`src/rtl/llc_req_arbiter_pkg.sv`:
```
// Shared widths, trace command codes and FSM state type for the LLC request arbiter.
package llc_req_arbiter_pkg;

  localparam int unsigned CMDSIZE   = 4;
  localparam int unsigned ADDR_BITS = 32;

  localparam logic [CMDSIZE-1:0] RD_L1D   = 4'd0;
  localparam logic [CMDSIZE-1:0] WR_L1D   = 4'd1;
  localparam logic [CMDSIZE-1:0] RD_L1I   = 4'd2;
  localparam logic [CMDSIZE-1:0] SNP_INV  = 4'd3;
  localparam logic [CMDSIZE-1:0] SNP_RD   = 4'd4;
  localparam logic [CMDSIZE-1:0] SNP_WR   = 4'd5;
  localparam logic [CMDSIZE-1:0] SNP_RWIM = 4'd6;
  localparam logic [CMDSIZE-1:0] CLR      = 4'd8;
  localparam logic [CMDSIZE-1:0] PRT      = 4'd9;

  typedef enum logic [1:0] {IDLE, ISSUE, WAIT_DONE} arb_state_t;

  function automatic logic is_l1_cmd(input logic [CMDSIZE-1:0] cmd);
    return cmd inside {RD_L1D, WR_L1D, RD_L1I, CLR, PRT};
  endfunction

  function automatic logic is_snp_cmd(input logic [CMDSIZE-1:0] cmd);
    return cmd inside {SNP_INV, SNP_RD, SNP_WR, SNP_RWIM};
  endfunction

endpackage

```
`src/rtl/llc_req_fifo.sv`:
```
// Synchronous FIFO holding buffered L1 requests; Depth must be a power of two (>= 2).
module llc_req_fifo #(
  parameter int unsigned Depth = 4,
  parameter int unsigned Width = 36,
  localparam int unsigned PtrW = $clog2(Depth),
  localparam int unsigned CntW = $clog2(Depth) + 1
) (
  input  logic             clk,
  input  logic             rst_n,
  input  logic             push,
  input  logic [Width-1:0] wdata,
  input  logic             pop,
  output logic [Width-1:0] rdata,
  output logic             full,
  output logic             empty,
  output logic [CntW-1:0]  count,
  output logic [CntW-1:0]  next_count
);

  logic [Width-1:0] mem_q [Depth];
  logic [PtrW-1:0]  wr_ptr_q, rd_ptr_q;
  logic [CntW-1:0]  count_q;
  logic             push_ok, pop_ok;

  assign full    = (count_q == CntW'(Depth));
  assign empty   = (count_q == '0);
  assign push_ok = push & ~full;
  assign pop_ok  = pop & ~empty;
  assign rdata   = mem_q[rd_ptr_q];
  assign count   = count_q;

  always_comb begin
    next_count = count_q;
    if (push_ok && !pop_ok) begin
      next_count = count_q + CntW'(1);
    end else if (pop_ok && !push_ok) begin
      next_count = count_q - CntW'(1);
    end
  end

  always_ff @(posedge clk) begin
    if (push_ok) begin
      mem_q[wr_ptr_q] <= wdata;
    end
  end

  // Pointers are exactly log2(Depth) wide, so increments wrap modulo Depth.
  always_ff @(posedge clk or negedge rst_n) begin
    if (!rst_n) begin
      wr_ptr_q <= '0;
      rd_ptr_q <= '0;
      count_q  <= '0;
    end else begin
      if (push_ok) wr_ptr_q <= wr_ptr_q + PtrW'(1);
      if (pop_ok)  rd_ptr_q <= rd_ptr_q + PtrW'(1);
      count_q <= next_count;
    end
  end

endmodule

```
`src/rtl/llc_req_arbiter.sv`:
```
// Shares the LLC command port between buffered L1 requests and a priority snoop slot.
// Optional LLC_ARB_STATS_EN adds saturating grant/timeout counters.
module llc_req_arbiter
  import llc_req_arbiter_pkg::*;
#(
  parameter int unsigned L1_FIFO_DEPTH   = 4,
  parameter int unsigned MAX_SNOOP_BURST = 3,
  parameter int unsigned DONE_TIMEOUT    = 64,
  localparam int unsigned CntW = $clog2(L1_FIFO_DEPTH) + 1
) (
  input  logic                 clk,
  input  logic                 rst_n,
  input  logic                 l1_valid,
  output logic                 l1_ready,
  input  logic [CMDSIZE-1:0]   l1_cmd,
  input  logic [ADDR_BITS-1:0] l1_addr,
  input  logic                 snp_valid,
  output logic                 snp_ready,
  input  logic [CMDSIZE-1:0]   snp_cmd,
  input  logic [ADDR_BITS-1:0] snp_addr,
  output logic                 llc_valid,
  input  logic                 llc_ready,
  output logic [CMDSIZE-1:0]   llc_cmd,
  output logic [ADDR_BITS-1:0] llc_addr,
  input  logic                 llc_done,
  output logic                 busy,
  output logic                 illegal_cmd,
  output logic                 timeout,
`ifdef LLC_ARB_STATS_EN
  output logic [31:0]          snp_grants,
  output logic [31:0]          l1_grants,
  output logic [31:0]          timeouts,
`endif
  output logic [CntW-1:0]      l1_fifo_count
);

  localparam int unsigned BurstW = $clog2(MAX_SNOOP_BURST + 1);
  localparam int unsigned WaitW  = $clog2(DONE_TIMEOUT + 1);
  localparam logic [BurstW-1:0] BurstMax = BurstW'(MAX_SNOOP_BURST);
  localparam logic [WaitW-1:0]  WaitLast = WaitW'(DONE_TIMEOUT - 1);

  arb_state_t                 state_q;
  logic                       l1_ready_q, snp_ready_q, illegal_q, timeout_q;
  logic                       slot_valid_q, slot_valid_d;
  logic [CMDSIZE-1:0]         slot_cmd_q;
  logic [ADDR_BITS-1:0]       slot_addr_q;
  logic [BurstW-1:0]          burst_q;
  logic [WaitW-1:0]           wait_cnt_q;
  logic                       llc_valid_q;
  logic [CMDSIZE-1:0]         llc_cmd_q;
  logic [ADDR_BITS-1:0]       llc_addr_q;

  logic                       l1_fire, snp_fire, l1_push, snp_store;
  logic                       grant_snp, grant_l1, wait_expired;
  logic                       fifo_full, fifo_empty;
  logic [CMDSIZE+ADDR_BITS-1:0] fifo_rdata;
  logic [CntW-1:0]            fifo_next_count;

  assign l1_fire   = l1_valid & l1_ready_q;
  assign snp_fire  = snp_valid & snp_ready_q;
  assign l1_push   = l1_fire & is_l1_cmd(l1_cmd) & ~fifo_full;
  assign snp_store = snp_fire & is_snp_cmd(snp_cmd);

  // Snoops win unless they have used up their burst while L1 work is waiting.
  assign grant_snp = (state_q == IDLE) && slot_valid_q && ((burst_q < BurstMax) || fifo_empty);
  assign grant_l1  = (state_q == IDLE) && !grant_snp && !fifo_empty;
  assign wait_expired = (state_q == WAIT_DONE) && !llc_done && (wait_cnt_q == WaitLast);
  assign slot_valid_d = snp_store | (slot_valid_q & ~grant_snp);

  llc_req_fifo #(
    .Depth (L1_FIFO_DEPTH),
    .Width (CMDSIZE + ADDR_BITS)
  ) u_fifo (
    .clk        (clk),
    .rst_n      (rst_n),
    .push       (l1_push),
    .wdata      ({l1_cmd, l1_addr}),
    .pop        (grant_l1),
    .rdata      (fifo_rdata),
    .full       (fifo_full),
    .empty      (fifo_empty),
    .count      (l1_fifo_count),
    .next_count (fifo_next_count)
  );

  always_ff @(posedge clk or negedge rst_n) begin
    if (!rst_n) begin
      state_q      <= IDLE;
      l1_ready_q   <= 1'b0;
      snp_ready_q  <= 1'b0;
      illegal_q    <= 1'b0;
      timeout_q    <= 1'b0;
      slot_valid_q <= 1'b0;
      slot_cmd_q   <= '0;
      slot_addr_q  <= '0;
      burst_q      <= '0;
      wait_cnt_q   <= '0;
      llc_valid_q  <= 1'b0;
      llc_cmd_q    <= '0;
      llc_addr_q   <= '0;
    end else begin
      l1_ready_q   <= (fifo_next_count < CntW'(L1_FIFO_DEPTH));
      snp_ready_q  <= ~slot_valid_d;
      illegal_q    <= (l1_fire && !is_l1_cmd(l1_cmd)) || (snp_fire && !is_snp_cmd(snp_cmd));
      timeout_q    <= 1'b0;
      slot_valid_q <= slot_valid_d;
      if (snp_store) begin
        slot_cmd_q  <= snp_cmd;
        slot_addr_q <= snp_addr;
      end
      case (state_q)
        IDLE: begin
          if (grant_snp) begin
            llc_cmd_q   <= slot_cmd_q;
            llc_addr_q  <= slot_addr_q;
            llc_valid_q <= 1'b1;
            state_q     <= ISSUE;
            if (fifo_empty)            burst_q <= '0;
            else if (burst_q != BurstMax) burst_q <= burst_q + BurstW'(1);
          end else if (grant_l1) begin
            llc_cmd_q   <= fifo_rdata[ADDR_BITS +: CMDSIZE];
            llc_addr_q  <= fifo_rdata[ADDR_BITS-1:0];
            llc_valid_q <= 1'b1;
            state_q     <= ISSUE;
            burst_q     <= '0;
          end
        end
        ISSUE: begin
          if (llc_ready) begin
            llc_valid_q <= 1'b0;
            wait_cnt_q  <= '0;
            state_q     <= llc_done ? IDLE : WAIT_DONE;
          end
        end
        WAIT_DONE: begin
          if (llc_done) begin
            state_q <= IDLE;
          end else if (wait_expired) begin
            timeout_q <= 1'b1;
            state_q   <= IDLE;
          end else begin
            wait_cnt_q <= wait_cnt_q + WaitW'(1);
          end
        end
        default: state_q <= IDLE;
      endcase
    end
  end

  assign l1_ready    = l1_ready_q;
  assign snp_ready   = snp_ready_q;
  assign illegal_cmd = illegal_q;
  assign timeout     = timeout_q;
  assign llc_valid   = llc_valid_q;
  assign llc_cmd     = llc_cmd_q;
  assign llc_addr    = llc_addr_q;
  assign busy        = (state_q != IDLE);

`ifdef LLC_ARB_STATS_EN
  logic [31:0] snp_grants_q, l1_grants_q, timeouts_q;

  always_ff @(posedge clk or negedge rst_n) begin
    if (!rst_n) begin
      snp_grants_q <= '0;
      l1_grants_q  <= '0;
      timeouts_q   <= '0;
    end else begin
      if (grant_snp && snp_grants_q != '1)  snp_grants_q <= snp_grants_q + 32'd1;
      if (grant_l1 && l1_grants_q != '1)    l1_grants_q  <= l1_grants_q + 32'd1;
      if (wait_expired && timeouts_q != '1) timeouts_q   <= timeouts_q + 32'd1;
    end
  end

  assign snp_grants = snp_grants_q;
  assign l1_grants  = l1_grants_q;
  assign timeouts   = timeouts_q;
`endif

endmodule

```
`config.mk`:
```
export PLATFORM = sky130hd
export DESIGN_NAME = llc_req_arbiter
export DESIGN_NICKNAME = d
export VERILOG_FILES = /design/src/rtl/llc_req_arbiter_pkg.sv /design/src/rtl/llc_req_fifo.sv /design/src/rtl/llc_req_arbiter.sv
export SDC_FILE = /design/constraint.sdc
export NUM_CORES = 1
export LEC_CHECK = 0
export CORE_ASPECT_RATIO = 0.75
export CORE_UTILIZATION = 40
export CTS_CLUSTER_SIZE = 30
export DETAILED_ROUTE_END_ITERATION = 6
export SLEW_MARGIN = 20
export SYNTH_ARGS = -nofsm -noshare
export SYNTH_HDL_FRONTEND = slang
export SYNTH_SLANG_ARGS = --single-unit
```
`constraint.sdc`:
```
create_clock -name clk -period 2.3 [get_ports clk]
set_input_delay 0.69 -clock clk [delete_from_list [all_inputs] [get_ports clk]]
set_output_delay 0.69 -clock clk [all_outputs]
set_load 0.02 [all_outputs]
```
* Word-level counts from Yosys, hierarchy flattened *
Memory sizes are Yosys's and may differ from the RTL's.
Index checks and enable logic that the tools add are counted.

word-level totals
  bits in writable memories = 144
  memories = 1
  bits in latches = 0
  bits of input ports = 78
  output and inout bits = 45
  flip-flop bits (word level) = 96
  bits in read-only memories = 0
  logic and storage cells = 120

memories
  name          depth  width  rd ports  clocked after memory_dff  write ports  RTL line            source
  u_fifo.mem_q  4      36     1         0                         1            llc_req_fifo.sv:20  logic [Width-1:0] mem_q [Depth];

operators by class
  div/mod/pow operators = 0
  reduce and logical (&&, ||, !) cells = 33
  multiply operators = 0
  eq/ne operators = 19
  $add $sub $neg = 6
  $lt $le $gt $ge = 2
  shifts and indexed selects = 0
  bitwise gates (word level) = 13
  mux-type cells = 30

operators with widths
  cell                   count
  $mux W32               2
  $mux W7                3
  $mux W2                10
  $pmux W7 S2            1
  $eq A4 B3 Y1 const B   3
  $logic_and A1 B1 Y1    10
  $reduce_and A3 Y1      3
  $and A1 B1 Y1          8
  $eq A4 B2 Y1 const B   2
  $eq A4 B4 Y1 const B   2
  $mux W1                8
  $mux W4                2
  $ne A2 B2 Y1 const B   4
  $reduce_bool A2 Y1     4
  $add A7 B1 Y7 const B  1
  $eq A7 B6 Y1 const B   1
  $logic_not A1 Y1       7
  $add A2 B1 Y2 const B  3
  $mux W3                2
  $pmux W2 S3            1
  $reduce_bool A5 Y1     1
  $eq A4 B1 Y1 const B   1
  $logic_not A4 Y1       1
  $not A1 Y1             4
  18 further kinds       19

* Depth between registers and ports, before layout *
  depth in word-level cells = 11
  gate-level depth with buffers = 10
  mapped depth without buffers = 10

* Hierarchy *
Synthesis repeated with hierarchy kept, for this count alone.

unflattened totals
  cell total of the unflattened synthesis = 534
  area, all modules = 9659.3 µm²

modules (own cells, without submodules)
  module           sequential area each (µm²)  instances  area an instance (µm²)  cells each
  llc_req_fifo     4499.3                      1          5739.3                  245
  llc_req_arbiter  2227.1                      1          3920.0                  289

* Worst setup path after synthesis *
OpenSTA, ideal clock, no wires.

  path type = input to register
  start = input l1_cmd[0]
  end = memory u_fifo.mem_q[0][0], enable pin
  cell stages on the path = 3
  buffers on the path = 0
  data arrival time = 2.291 ns
  required time = 1.903 ns
  library setup time = 0.397 ns
  setup slack = -0.387 ns
  cells stage by stage = o21a_1 > a2111oi_4 > and2_1

on the way
  cells in the longest elaborated chain, start to end = 7
  elaborated cells on any way between the ends = 11
  classes of those cells = eq/ne (4); mux (2); bitwise (3); reduce/logical (2)

RTL lines
  what                                        RTL line                   source
  start: declaration                          llc_req_arbiter.sv:15      input logic [CMDSIZE-1:0] l1_cmd,
  $eq A4 B1 Y1, or another cell as far along  llc_req_arbiter_pkg.sv:20  return cmd inside {RD_L1D, WR_L1D, RD_L1I, CLR, PRT};
  $reduce_bool A5 Y1 (*)                      llc_req_arbiter_pkg.sv:20
  $and A1 B1 Y1 (*) (2 in series)             llc_req_arbiter.sv:61      assign l1_push = l1_fire & is_l1_cmd(l1_cmd) & ~fifo_full;
  $and A1 B1 Y1 (*)                           llc_req_fifo.sv:27         assign push_ok = push & ~full;
  named net u_fifo.push_ok                    llc_req_fifo.sv:23         logic push_ok, pop_ok;
  $mux W1 (*)                                 llc_req_fifo.sv:42         if (push_ok) begin
  $mux W1 (not written as such) (*)           llc_req_fifo.sv:43         mem_q[wr_ptr_q] <= wdata;
  end: declaration                            llc_req_fifo.sv:20

The timed path passes the listed nets; every way through them passes the cells marked *.

* Worst setup path in the final report *
  start = register state_q[1]
  end = output busy

on the way
  cells in the longest elaborated chain, start to end = 1

RTL lines
  what                      RTL line                source
  start: declaration        llc_req_arbiter.sv:42   arb_state_t state_q;
  start signal: assignment  llc_req_arbiter.sv:132  state_q <= llc_done ? IDLE : WAIT_DONE;
  $reduce_bool A2 Y1        llc_req_arbiter.sv:157  assign busy = (state_q != IDLE);
  end: declaration          llc_req_arbiter.sv:26   output logic busy,

No other way between the ends.

==> impl_results.md <==
* Post-Place Cells at 1019
* Reg2Reg Depth at 7
* Period utilization at 96.6%
* Core Area at ~23000 um^2
* Max VDD drop at roughly 0.0006 V
* Critical Path Slowest Stage Cell: dfrtp_1
* DP HPWL at around 14000 um
* Routed WL at approximately 21000 um
* Prevailing post-synth register cell: edfxtp_1
* Layout cell share with drive strength beyond 1 at a little over a fifth
* Residual DRC at 0
* Worst Hold Class: in -> async
* Sequential fraction of the synthesis area at 70.2%
* Initial Util at 41.2%
* Clock latency on the worst-skew pair at 0.52 ns
* Startpoint types: flop
* Synthesized area at 9580 um^2
* Ports at between 100 and 150
* First-pass GRT wire length at roughly 33000 um
* Clock Pin Slew Worst Setup and Hold Paths at ~0.060 ns
* Drt wl/cell at ~20 um
* Die area at 24600 um^2
* Fillers at ~1900
* Initial DRC Count at 397
* Worst Setup Slack, final at a little under 0.08 ns
* Complex-gate fraction of the synthesized area at roughly 7.0%
* Post-Synth Adder-Cell Area at 1.44%
* Setup Crit Path Kind: reg -> out
* Overall via count from detail_route at roughly 5600
* Worst setup EP type: output port
* Pin count of the biggest net entering global routing at 51
* Avg Inst Size Synth at between 15 and 20 um^2
* Synthesis-stage register bit count at 240
* Crit-path cells: nor2_2 -> inv_1 -> dlygate4sd2_1
* WP data arrival at roughly 1.5 ns
* Largest family of logic cells by synthesized area: multiplexers
* H-tree Lvls at 1
* # setup viols final at 0
* Vias per inst at about 5.3
* Root Driver: clkbuf_16
* Max-cap violation count at 0
* Max incr delay on CP at 0.47 ns
* Post-synthesis mux area share at 12.6%
* CTS sink cnt at 240
* Die width at 181 um
* Status: finished clean
* EDFF count, synth at around 140
* Num rows at 48
* Final hold violation count at 0
* Routability cong. at between 0.7 and 0.8
* RSZ-0062 raised after global routing: no
* Commonest non-fill, non-tap cell in the layout: edfxtp_1
* Synthesized instance count at ~600
* CTS max path bufs at 3
* Yosys cell types at between 40 and 50
* TritonRoute pass-1 iters at 4
* Post-synthesis xor/xnor area fraction at less than 1%
* Die H at ~140 um
* Nets at around 840
* Place WS at -0.450 ns
* Critical path fanouts, max at 6
* DRT antenna net count at 0
* CTS tree: done
* Grt ovf at 0
* Finished Layout Cells at between 1000 and 1500
* Maximum clock rate at 0.450 GHz
* Pins Over Slew Limit at 0
* Total track usage at around 18%
* IO Port Bufs at about 120
* Async set-or-reset flop fraction in the synthesized netlist at 40.0%
* Hold buffer count at CTS at 0
* Pwr dens at approximately 1300 nW/um^2
* Vias in the first global route at about 5800
* Slew margin rel. at between 30 and 40%
* Slew @ Worst Pin at approximately 0.9 ns
* Initial antenna violation count at 0
* Yosys warns at 0
* WP data required at 1.61 ns
* # diodes at 0
* P_leak at 0.00450 uW
* Final min period at approximately 2.2 ns
* Area Growth Syn to Fin at 26.9%
* Post-Synth Simple-Gate Area at 5.45%
* Synth Net Count at slightly below 700
* Most frequent cells in the layout: edfxtp_1, clkdlybuf4s50_1, dfrtp_1
* Total CTS buffers at 25
* Worst-case clock skew at between 0.008 and 0.009 ns
==> final timing paths <==
kind / start / end / slack [ns]
max in group asynchronous: rst_n / slot_addr_q[20]$_DFFE_PN0P_ / 1.52
min in group clk: llc_valid$_DFFE_PN0P_ / llc_valid$_DFFE_PN0P_ / 0.48
max reg2reg: u_fifo.count[0]$_DFFE_PN0P_ / u_fifo.mem_q[1][31]$_DFFE_PP_ / 0.15
min: rst_n / slot_addr_q[1]$_DFFE_PN0P_ / 0.12
min reg2reg: llc_valid$_DFFE_PN0P_ / llc_valid$_DFFE_PN0P_ / 0.48
max: state_q[1]$_DFFE_PN0P_ / busy / 0.08
==> cell usage after synthesis (all sizes together) (3+ instances only) <==
cell type / number / share of area (%)
a21oi: 78 / 4.4
and2: 4 / 0.26
buf: 27 / 2.3
dfrtp: 96 / 25
edfxtp: 144 / 45
ha: 11 / 1.4
inv: 12 / 0.47
mux2: 35 / 4.1
mux4: 36 / 8.5
nand2: 50 / 2.0
nand3: 8 / 0.42
nor2: 40 / 1.6
nor2b: 3 / 0.20
nor3b: 3 / 0.35
o211ai: 3 / 0.24
o21ai: 14 / 0.77
xnor2: 4 / 0.37
==> routing by layer <==
layer | GRT usage, % | vias to the layer above | share of wire, %
met5 | 0 | - | 0
met4 | 4.27 | 0 | 1.9
li1 | - | 2537 | -
met2 | 27.3 | 149 | 46
met3 | 3.67 | 33 | 5.0
met1 | 25.8 | 2896 | 48
==> critical path, delay by kind of cell, from the launching register on <==
family	cells	cell delay [ns]
AND/OR/NAND/NOR	1	0.17
flip-flops	1	0.47
buffers and inverters	2	0.38
==> report_power, final <==
part	internal [uW]	switching (uW)	total, uW
combinational	2540	2870	5420
clock	2290	1660	3950
sequential	5540	578	6120
==> state kept, by name, summed over array words and instances (netlist names), named ones only <==
register / cells
u_fifo.mem_q: 144
llc_addr: 32
slot_addr_q: 32
wait_cnt_q: 7
llc_cmd: 4
slot_cmd_q: 4
burst_q: 2
state_q: 2
u_fifo.count: 2
u_fifo.rd_ptr_q: 2
u_fifo.wr_ptr_q: 2
illegal_cmd: 1
l1_ready: 1
llc_valid: 1
slot_valid_q: 1
snp_ready: 1
timeout: 1
==> kinds of logic (layout without fill, tap and decap cells) <==
group | count (synthesis) | after routing
fa+ha+maj | 11 | 11
simple gates | 117 | 117
xor+xnor | 6 | 6
mux | 71 | 71
buf+inv | 40 | 209
flops | 240 | 240
compound gates | 110 | 111
==> through the flow <==
step           hold slack, ns  TNS (ns)  cell area, um^2  power (uW)  utilization [%]
2_1_floorplan           0.394     -3.39             9580        9630                -
3_5_place_dp            0.469    -71.14            11300       11600             48.7
3_3_place_gp            0.462    -67.47            11300       11500             48.7
4_1_cts                 0.122         0            12100       15700             52.2
5_1_grt                 0.143         0            12200       16300             52.3
6_report                0.120         0            12200       15500             52.3
==> area by class of cell <==
cell class / count / area [um^2] / share of cell area (%)
clock buffer: 30 / 664 / 5.47
clock inverter: 15 / 140 / 1.15
sequential: 240 / 6730 / 55.4
timing repair buffer: 152 / 1570 / 12.9
multi-input combinational: 316 / 2630 / 21.6
inverter: 12 / 45.0 / 0.371
tap: 300 / 375 / 3.09
==> repair_timing <==
item,in CTS,in global routing
buffers inserted,0,0
gates cloned,1,0
pin swaps,1,0
setup endpoints to repair,6,18
gates resized for setup,2,3
Note: power is estimated with default switching activity, not from simulation.
